<file path="config.mk">
export PLATFORM = sky130hd
export DESIGN_NAME = mux_pam_tdm
export DESIGN_NICKNAME = d
export VERILOG_FILES = /design/src/rtl/mux_pam_pkg.sv /design/src/rtl/pam_chan_next.sv /design/src/rtl/mux_pam_tdm.sv
export SDC_FILE = /design/constraint.sdc
export NUM_CORES = 1
export LEC_CHECK = 0
export BUFFER_PORTS_ARGS = -buffer_cell sky130_fd_sc_hd__buf_4
export CORE_ASPECT_RATIO = 1.25
export CORE_MARGIN = 3
export CORE_UTILIZATION = 51
export DETAILED_ROUTE_END_ITERATION = 10
export GPL_ROUTABILITY_DRIVEN = 0
export PLACE_DENSITY = 0.8
export SYNTH_ARGS = -nofsm -noshare
export SYNTH_HDL_FRONTEND = slang
export SYNTH_SLANG_ARGS = --single-unit
</file>
<file path="constraint.sdc">
create_clock -name clk -period 4.75 [get_ports clk]
set_clock_uncertainty 0.05 [all_clocks]
set_input_delay 0.2375 -clock clk [delete_from_list [all_inputs] [get_ports clk]]
set_output_delay 0.2375 -clock clk [all_outputs]
set_load 0.05 [all_outputs]
</file>
<file path="src/rtl/mux_pam_pkg.sv">
// Shared types and constants for the time-division PAM channel mux.
package mux_pam_pkg;

    // Scan FSM: wait for enable, dwell on a channel, present the captured sample.
    typedef enum logic [1:0] {
        IDLE    = 2'd0,
        DWELL   = 2'd1,
        PRESENT = 2'd2
    } pam_tdm_state_t;

    // Values of the mode input.
    localparam logic MODE_AUTO   = 1'b0;
    localparam logic MODE_MANUAL = 1'b1;

endpackage

</file>
<file path="src/rtl/pam_chan_next.sv">
// Rotate-priority channel finder: returns the first set mask bit at (inclusive) or
// strictly after (exclusive) ptr_i, wrapping from DEPTH-1 back to 0. In exclusive mode
// ptr_i itself is the last candidate, so a single-bit mask reselects the same channel.
module pam_chan_next #(
    parameter int unsigned DEPTH = 8,
    parameter int unsigned PTR_W = (DEPTH > 1) ? $clog2(DEPTH) : 1
) (
    input  logic [PTR_W-1:0] ptr_i,
    input  logic [DEPTH-1:0] mask_i,
    input  logic             incl_i,
    output logic [PTR_W-1:0] next_o,
    output logic             found_o
);

    logic [PTR_W-1:0] next_idx;
    logic             found;
    int unsigned      cand;

    // Walk DEPTH candidate positions starting at ptr (or ptr+1) and keep the first hit.
    always_comb begin
        next_idx = '0;
        found    = 1'b0;
        cand     = 0;
        for (int unsigned k = 0; k < DEPTH; k++) begin
            cand = 32'(ptr_i) + k + (incl_i ? 32'd0 : 32'd1);
            if (cand >= DEPTH) begin
                cand = cand - DEPTH;
            end
            if (!found && mask_i[PTR_W'(cand)]) begin
                found    = 1'b1;
                next_idx = PTR_W'(cand);
            end
        end
    end

    assign next_o  = next_idx;
    assign found_o = found;

endmodule

</file>
<file path="src/rtl/mux_pam_tdm.sv">
// Time-division PAM mux: scans DEPTH channels (auto over a mask, or one manually chosen
// channel), dwells a programmable number of cycles on each, then registers one sample and
// offers it on a valid/ready handshake tagged with its channel index.
module mux_pam_tdm
    import mux_pam_pkg::*;
#(
    parameter int unsigned WIDTH   = 8,
    parameter int unsigned DEPTH   = 8,
    parameter int unsigned DWELL_W = 8,
    localparam int unsigned PTR_W  = (DEPTH > 1) ? $clog2(DEPTH) : 1
) (
    input  logic               clk,
    input  logic               rst_n,
    input  logic [WIDTH-1:0]   inputs [DEPTH],
    input  logic               enable,
    input  logic               mode,
    input  logic [PTR_W-1:0]   sel_man,
    input  logic [DEPTH-1:0]   ch_mask,
    input  logic [DWELL_W-1:0] dwell,
    output logic [WIDTH-1:0]   out,
    output logic [PTR_W-1:0]   out_ch,
    output logic               out_valid,
    input  logic               out_ready,
    output logic               frame_start
);

    pam_tdm_state_t     state_q, state_d;
    logic [PTR_W-1:0]   ptr_q, ptr_d;
    logic [DWELL_W-1:0] cnt_q, cnt_d;
    logic [WIDTH-1:0]   out_q, out_d;
    logic [PTR_W-1:0]   out_ch_q, out_ch_d;
    logic               out_valid_q, out_valid_d;
    logic               frame_start_q, frame_start_d;

    logic [PTR_W-1:0]   sel_man_clamped;
    logic [PTR_W-1:0]   nxt_ptr;
    logic               nxt_found;
    logic [PTR_W-1:0]   low_ptr;
    logic               low_found;
    logic               handshake;
    logic               search_incl;

    // Out-of-range manual selections fall back to channel 0.
    assign sel_man_clamped = (32'(sel_man) >= DEPTH) ? '0 : sel_man;
    assign handshake       = out_valid_q & out_ready;
    // From IDLE the current pointer may be reused; on advance it must move on.
    assign search_incl     = (state_q == IDLE);

    pam_chan_next #(
        .DEPTH (DEPTH),
        .PTR_W (PTR_W)
    ) u_next (
        .ptr_i   (ptr_q),
        .mask_i  (ch_mask),
        .incl_i  (search_incl),
        .next_o  (nxt_ptr),
        .found_o (nxt_found)
    );

    // Lowest set mask bit marks the first channel of a frame.
    pam_chan_next #(
        .DEPTH (DEPTH),
        .PTR_W (PTR_W)
    ) u_lowest (
        .ptr_i   ('0),
        .mask_i  (ch_mask),
        .incl_i  (1'b1),
        .next_o  (low_ptr),
        .found_o (low_found)
    );

    // Next-state logic for the scan FSM, dwell counter and output registers.
    always_comb begin
        state_d       = state_q;
        ptr_d         = ptr_q;
        cnt_d         = cnt_q;
        out_d         = out_q;
        out_ch_d      = out_ch_q;
        out_valid_d   = out_valid_q;
        frame_start_d = frame_start_q;

        case (state_q)
            IDLE: begin
                if (enable && ((mode == MODE_MANUAL) || nxt_found)) begin
                    state_d = DWELL;
                    cnt_d   = dwell;
                    ptr_d   = (mode == MODE_MANUAL) ? sel_man_clamped : nxt_ptr;
                end
            end

            DWELL: begin
                if (!enable) begin
                    // Abort: the dwell in progress produces no sample.
                    state_d = IDLE;
                end else if (cnt_q == '0) begin
                    out_d         = inputs[ptr_q];
                    out_ch_d      = ptr_q;
                    out_valid_d   = 1'b1;
                    frame_start_d = (mode == MODE_AUTO) && low_found && (low_ptr == ptr_q);
                    state_d       = PRESENT;
                end else begin
                    cnt_d = cnt_q - DWELL_W'(1);
                end
            end

            PRESENT: begin
                if (handshake) begin
                    out_valid_d   = 1'b0;
                    frame_start_d = 1'b0;
                    if (!enable) begin
                        state_d = IDLE;
                    end else if (mode == MODE_MANUAL) begin
                        ptr_d   = sel_man_clamped;
                        cnt_d   = dwell;
                        state_d = DWELL;
                    end else if (nxt_found) begin
                        ptr_d   = nxt_ptr;
                        cnt_d   = dwell;
                        state_d = DWELL;
                    end else begin
                        // Mask emptied while dwelling: nothing left to scan.
                        state_d = IDLE;
                    end
                end
            end

            default: begin
                state_d = IDLE;
            end
        endcase
    end

    // State and output registers with asynchronous active-low reset.
    always_ff @(posedge clk or negedge rst_n) begin
        if (!rst_n) begin
            state_q       <= IDLE;
            ptr_q         <= '0;
            cnt_q         <= '0;
            out_q         <= '0;
            out_ch_q      <= '0;
            out_valid_q   <= 1'b0;
            frame_start_q <= 1'b0;
        end else begin
            state_q       <= state_d;
            ptr_q         <= ptr_d;
            cnt_q         <= cnt_d;
            out_q         <= out_d;
            out_ch_q      <= out_ch_d;
            out_valid_q   <= out_valid_d;
            frame_start_q <= frame_start_d;
        end
    end

    assign out         = out_q;
    assign out_ch      = out_ch_q;
    assign out_valid   = out_valid_q;
    assign frame_start = frame_start_q;

endmodule

</file>
==> results.json <==
{
  "cts_max_level": 1,
  "cp-startpoint": "state_q[0]$_DFFE_PN0P_",
  "synth_compound_area_share_pct": 19.38,
  "status": "finished clean",
  "synth_fa_ha_area_share_pct": 3.077,
  "power_mw": 2.621,
  "grt_pass1_wl_um": 13770,
  "synth_xor_area_share_pct": 2.110,
  "slowest_delay_ps": 720,
  "die-width_um": 72.82,
  "post-cts-setup-buffers": 0,
  "maxSlewHeadroom_pct": 33.71,
  "wl_um": 8554,
  "yosys.area_share.simple_pct": 15.56,
  "hold_ws_ps": 152.5,
  "rsz0062_at_grt": "false",
  "ys_seq_elements": 26,
  "critPathLaunchType": "register",
  "drv_cap": 0,
  "slew_violations": 0,
  "root_buffer": "clkbuf_8",
  "seq_area_frac_synth_pct": 22.86,
  "max-vdd-ir-drop_v": 0.0004804,
  "p_per_area_mw_per_mm2": 713.3,
  "hold_class": "input pin to register",
  "synth_ff_type": "dfrtp_1",
  "wire_per_inst_um": 18.97,
  "post-route-drc-count": 0,
  "synth_top_area_share_pct": 22.86,
  "slowest_stage": "ha_1",
  "antenna_left": 0,
  "cts_buffers": 3,
  "fin_nets": 485,
  "core_mm2": 0.005225,
  "clk_pin_slew_ps": 90,
  "pin_count": 101,
  "min_from": "mode",
  "num_rows": 29,
  "synth_top_family_by_area": "multiplexers",
  "async_flop_share_pct": 100.0,
  "timing.rr.start": "state_q[0]$_DFFE_PN0P_",
  "p_leak_nw": 1.641,
  "antenna_found_initial": 0,
  "dpl.cell_count": 446,
  "whs_path_depth": 2,
  "die_height_um": 89.53,
  "setup_viol": 0,
  "netlist_instances": 299,
  "gr-total-overflow": 0,
  "critPathMaxFanout": 15,
  "cts_sinks": 26,
  "viasPerCell": 6.288,
  "synth.area.mux_share_pct": 32.88,
  "vias": 2836,
  "drive_above_1_share_pct": 39.33,
  "cts_tree": "done",
  "max_freq_ghz": 0.2315,
  "yosys.cell_types.count": 54,
  "n_fill_cell": 446,
  "dieArea_mm2": 0.006519,
  "grt_pass1_vias": 2932,
  "critPathKind": "register to register",
  "start_util_pct": 54.48,
  "cp_data_required_time_ps": 4870,
  "cts_buffer_depth": 2,
  "dp_hpwl_um": 6731,
  "synth_enable_flop_cells": 0,
  "worst-slew-pin-transition_ps": 994.3,
  "firstDrtPassIters": 4,
  "yosys-top-cells-area": "dfrtp_1, mux4_2, mux2i_1",
  "area_growth_pct": 29.10,
  "instances_no_fill": 451,
  "worstReg2RegEnd": "cnt_q[2]$_DFFE_PN0P_",
  "num_antenna_cells": 0,
  "grt.total_usage_pct": 27.39,
  "layout_min_cycle_time_ps": 4320,
  "fin_tns_setup_ps": 0,
  "synthesis.nets": 394,
  "grt_start_max_net_pins": 27,
  "crit_chain": "or2_2, ha_1, mux2_2, mux4_2, or4_1, o41a_1, o21ai_4, nor2_1, a2bb2oi_2",
  "rrSetupSlack_ps": 430,
  "hold_viol_final": 0,
  "r2r_cells": 9,
  "insertion_delay_ps": 280,
  "cp.arrival_ps": 4440,
  "end_kind": "register",
  "portBuffers": 100,
  "syn_area_per_cell_um2": 9.520,
  "yosysWarnings": 0,
  "period_share_pct": 90.95,
  "min_to": "frame_start$_DFFE_PN0P_",
  "drtIter0Drc": 208,
  "synth.largest_area_cell": "dfrtp_1",
  "syn_area_mm2": 0.002846
}
## layout make-up
cell class | count | area (um2) | share of cell area, %
Multi-Input combinational cell | 247 | 2078 | 56.55
Timing Repair Buffer | 104 | 783.3 | 21.31
Sequential cell | 26 | 650.6 | 17.71
Tap cell | 62 | 77.57 | 2.111
Clock buffer | 4 | 55.05 | 1.498
Inverter | 8 | 30.03 | 0.8172
## placed cells by master, fill, tap and decap left out, types with 3 or more instances in the layout
cell type,count
mux2i_1,20
or3_1,3
mux2_2,6
nand2_1,26
o32a_1,3
mux4_2,27
o21ai_0,20
o21ai_1,10
nand3_1,6
and2_1,3
a211oi_1,6
nor2b_1,3
ha_1,7
dfrtp_1,26
nand2b_1,4
inv_1,7
xnor2_1,3
buf_4,103
mux2_4,4
clkbuf_8,4
a21oi_1,19
nor4_1,4
a22oi_1,4
nor3_1,4
nor2_1,32
## metal layers
layer | share of wire, % | global-route usage [%] | vias up
met5 | 0 | 0 | -
met2 | 53 | 49.51 | 116
met3 | 4.8 | 2.587 | 32
li1 | - | - | 1329
met1 | 38 | 31.97 | 1359
met4 | 4.5 | 14.26 | 0
## through the flow
stage                     utilization [%]  cell area (um2)  setup WS, ps
after floorplan                         -             2846         785.5
after global routing                70.33             3675         222.4
after detailed placement            69.09             3610         452.1
after CTS                           70.33             3675         443.4
final                               70.33             3675         429.7
after global placement              69.09             3610         562.6
## flip-flops by register name (all words and copies together), names as in the netlist
register / count
state_q: 2
cnt_q: 8
out: 8
frame_start: 1
out_valid: 1
ptr_q: 3
out_ch: 3
## where the power goes
| group | internal (mW) | switching [mW] |
|---|---|---|
| registers | 0.312 | 0.119 |
| clock network | 0.0743 | 0.0725 |
| logic | 0.924 | 1.12 |
## cells in the mapped netlist (3+ instances only)
cell type	n
dfrtp_1	26
clkbuf_1	10
xnor2_1	3
nor2b_1	3
and2_1	3
ha_1	7
nand2_1	26
buf_1	4
mux2i_1	20
o32a_1	3
a21oi_1	19
mux2_2	6
mux4_2	27
mux2_4	4
nor3_1	4
o21ai_0	20
nand2b_1	4
a22oi_1	4
nor2_1	32
nand3_1	6
or3_1	3
o21ai_1	10
a211oi_1	6
inv_1	7
nor4_1	4
## how the worst max path moves through the flow
stage                                       to  slack (ps)  cells past startpoint
after floorplan           cnt_q[0]$_DFFE_PN0P_         790                     12
after global placement    cnt_q[2]$_DFFE_PN0P_         560                      9
after detailed placement  cnt_q[2]$_DFFE_PN0P_         450                      9
after CTS                 cnt_q[2]$_DFFE_PN0P_         440                      9
after global routing      cnt_q[2]$_DFFE_PN0P_         220                      9
final                     cnt_q[2]$_DFFE_PN0P_         430                      9
## kinds of logic (layout without fill, tap and decap cells)
family	after synthesis	in the layout
compound gates	83	83
xor+xnor	6	6
fa+ha+maj	7	7
buf+inv	26	116
flops	26	26
mux	57	57
simple gates	94	94
## worst max-delay path, delay by kind of cell, from the launching register on
family	cells	cell delay, ps
flops	1	460
simple gates	3	1050
mux	2	950
fa+ha+maj	1	720
compound gates	3	960
## repair_timing
item,4_1_cts,5_1_grt
gates resized for setup,0,0
hold buffers,1,0
endpoints found under the hold margin,26,0
Note: power is estimated with default switching activity, not from simulation.
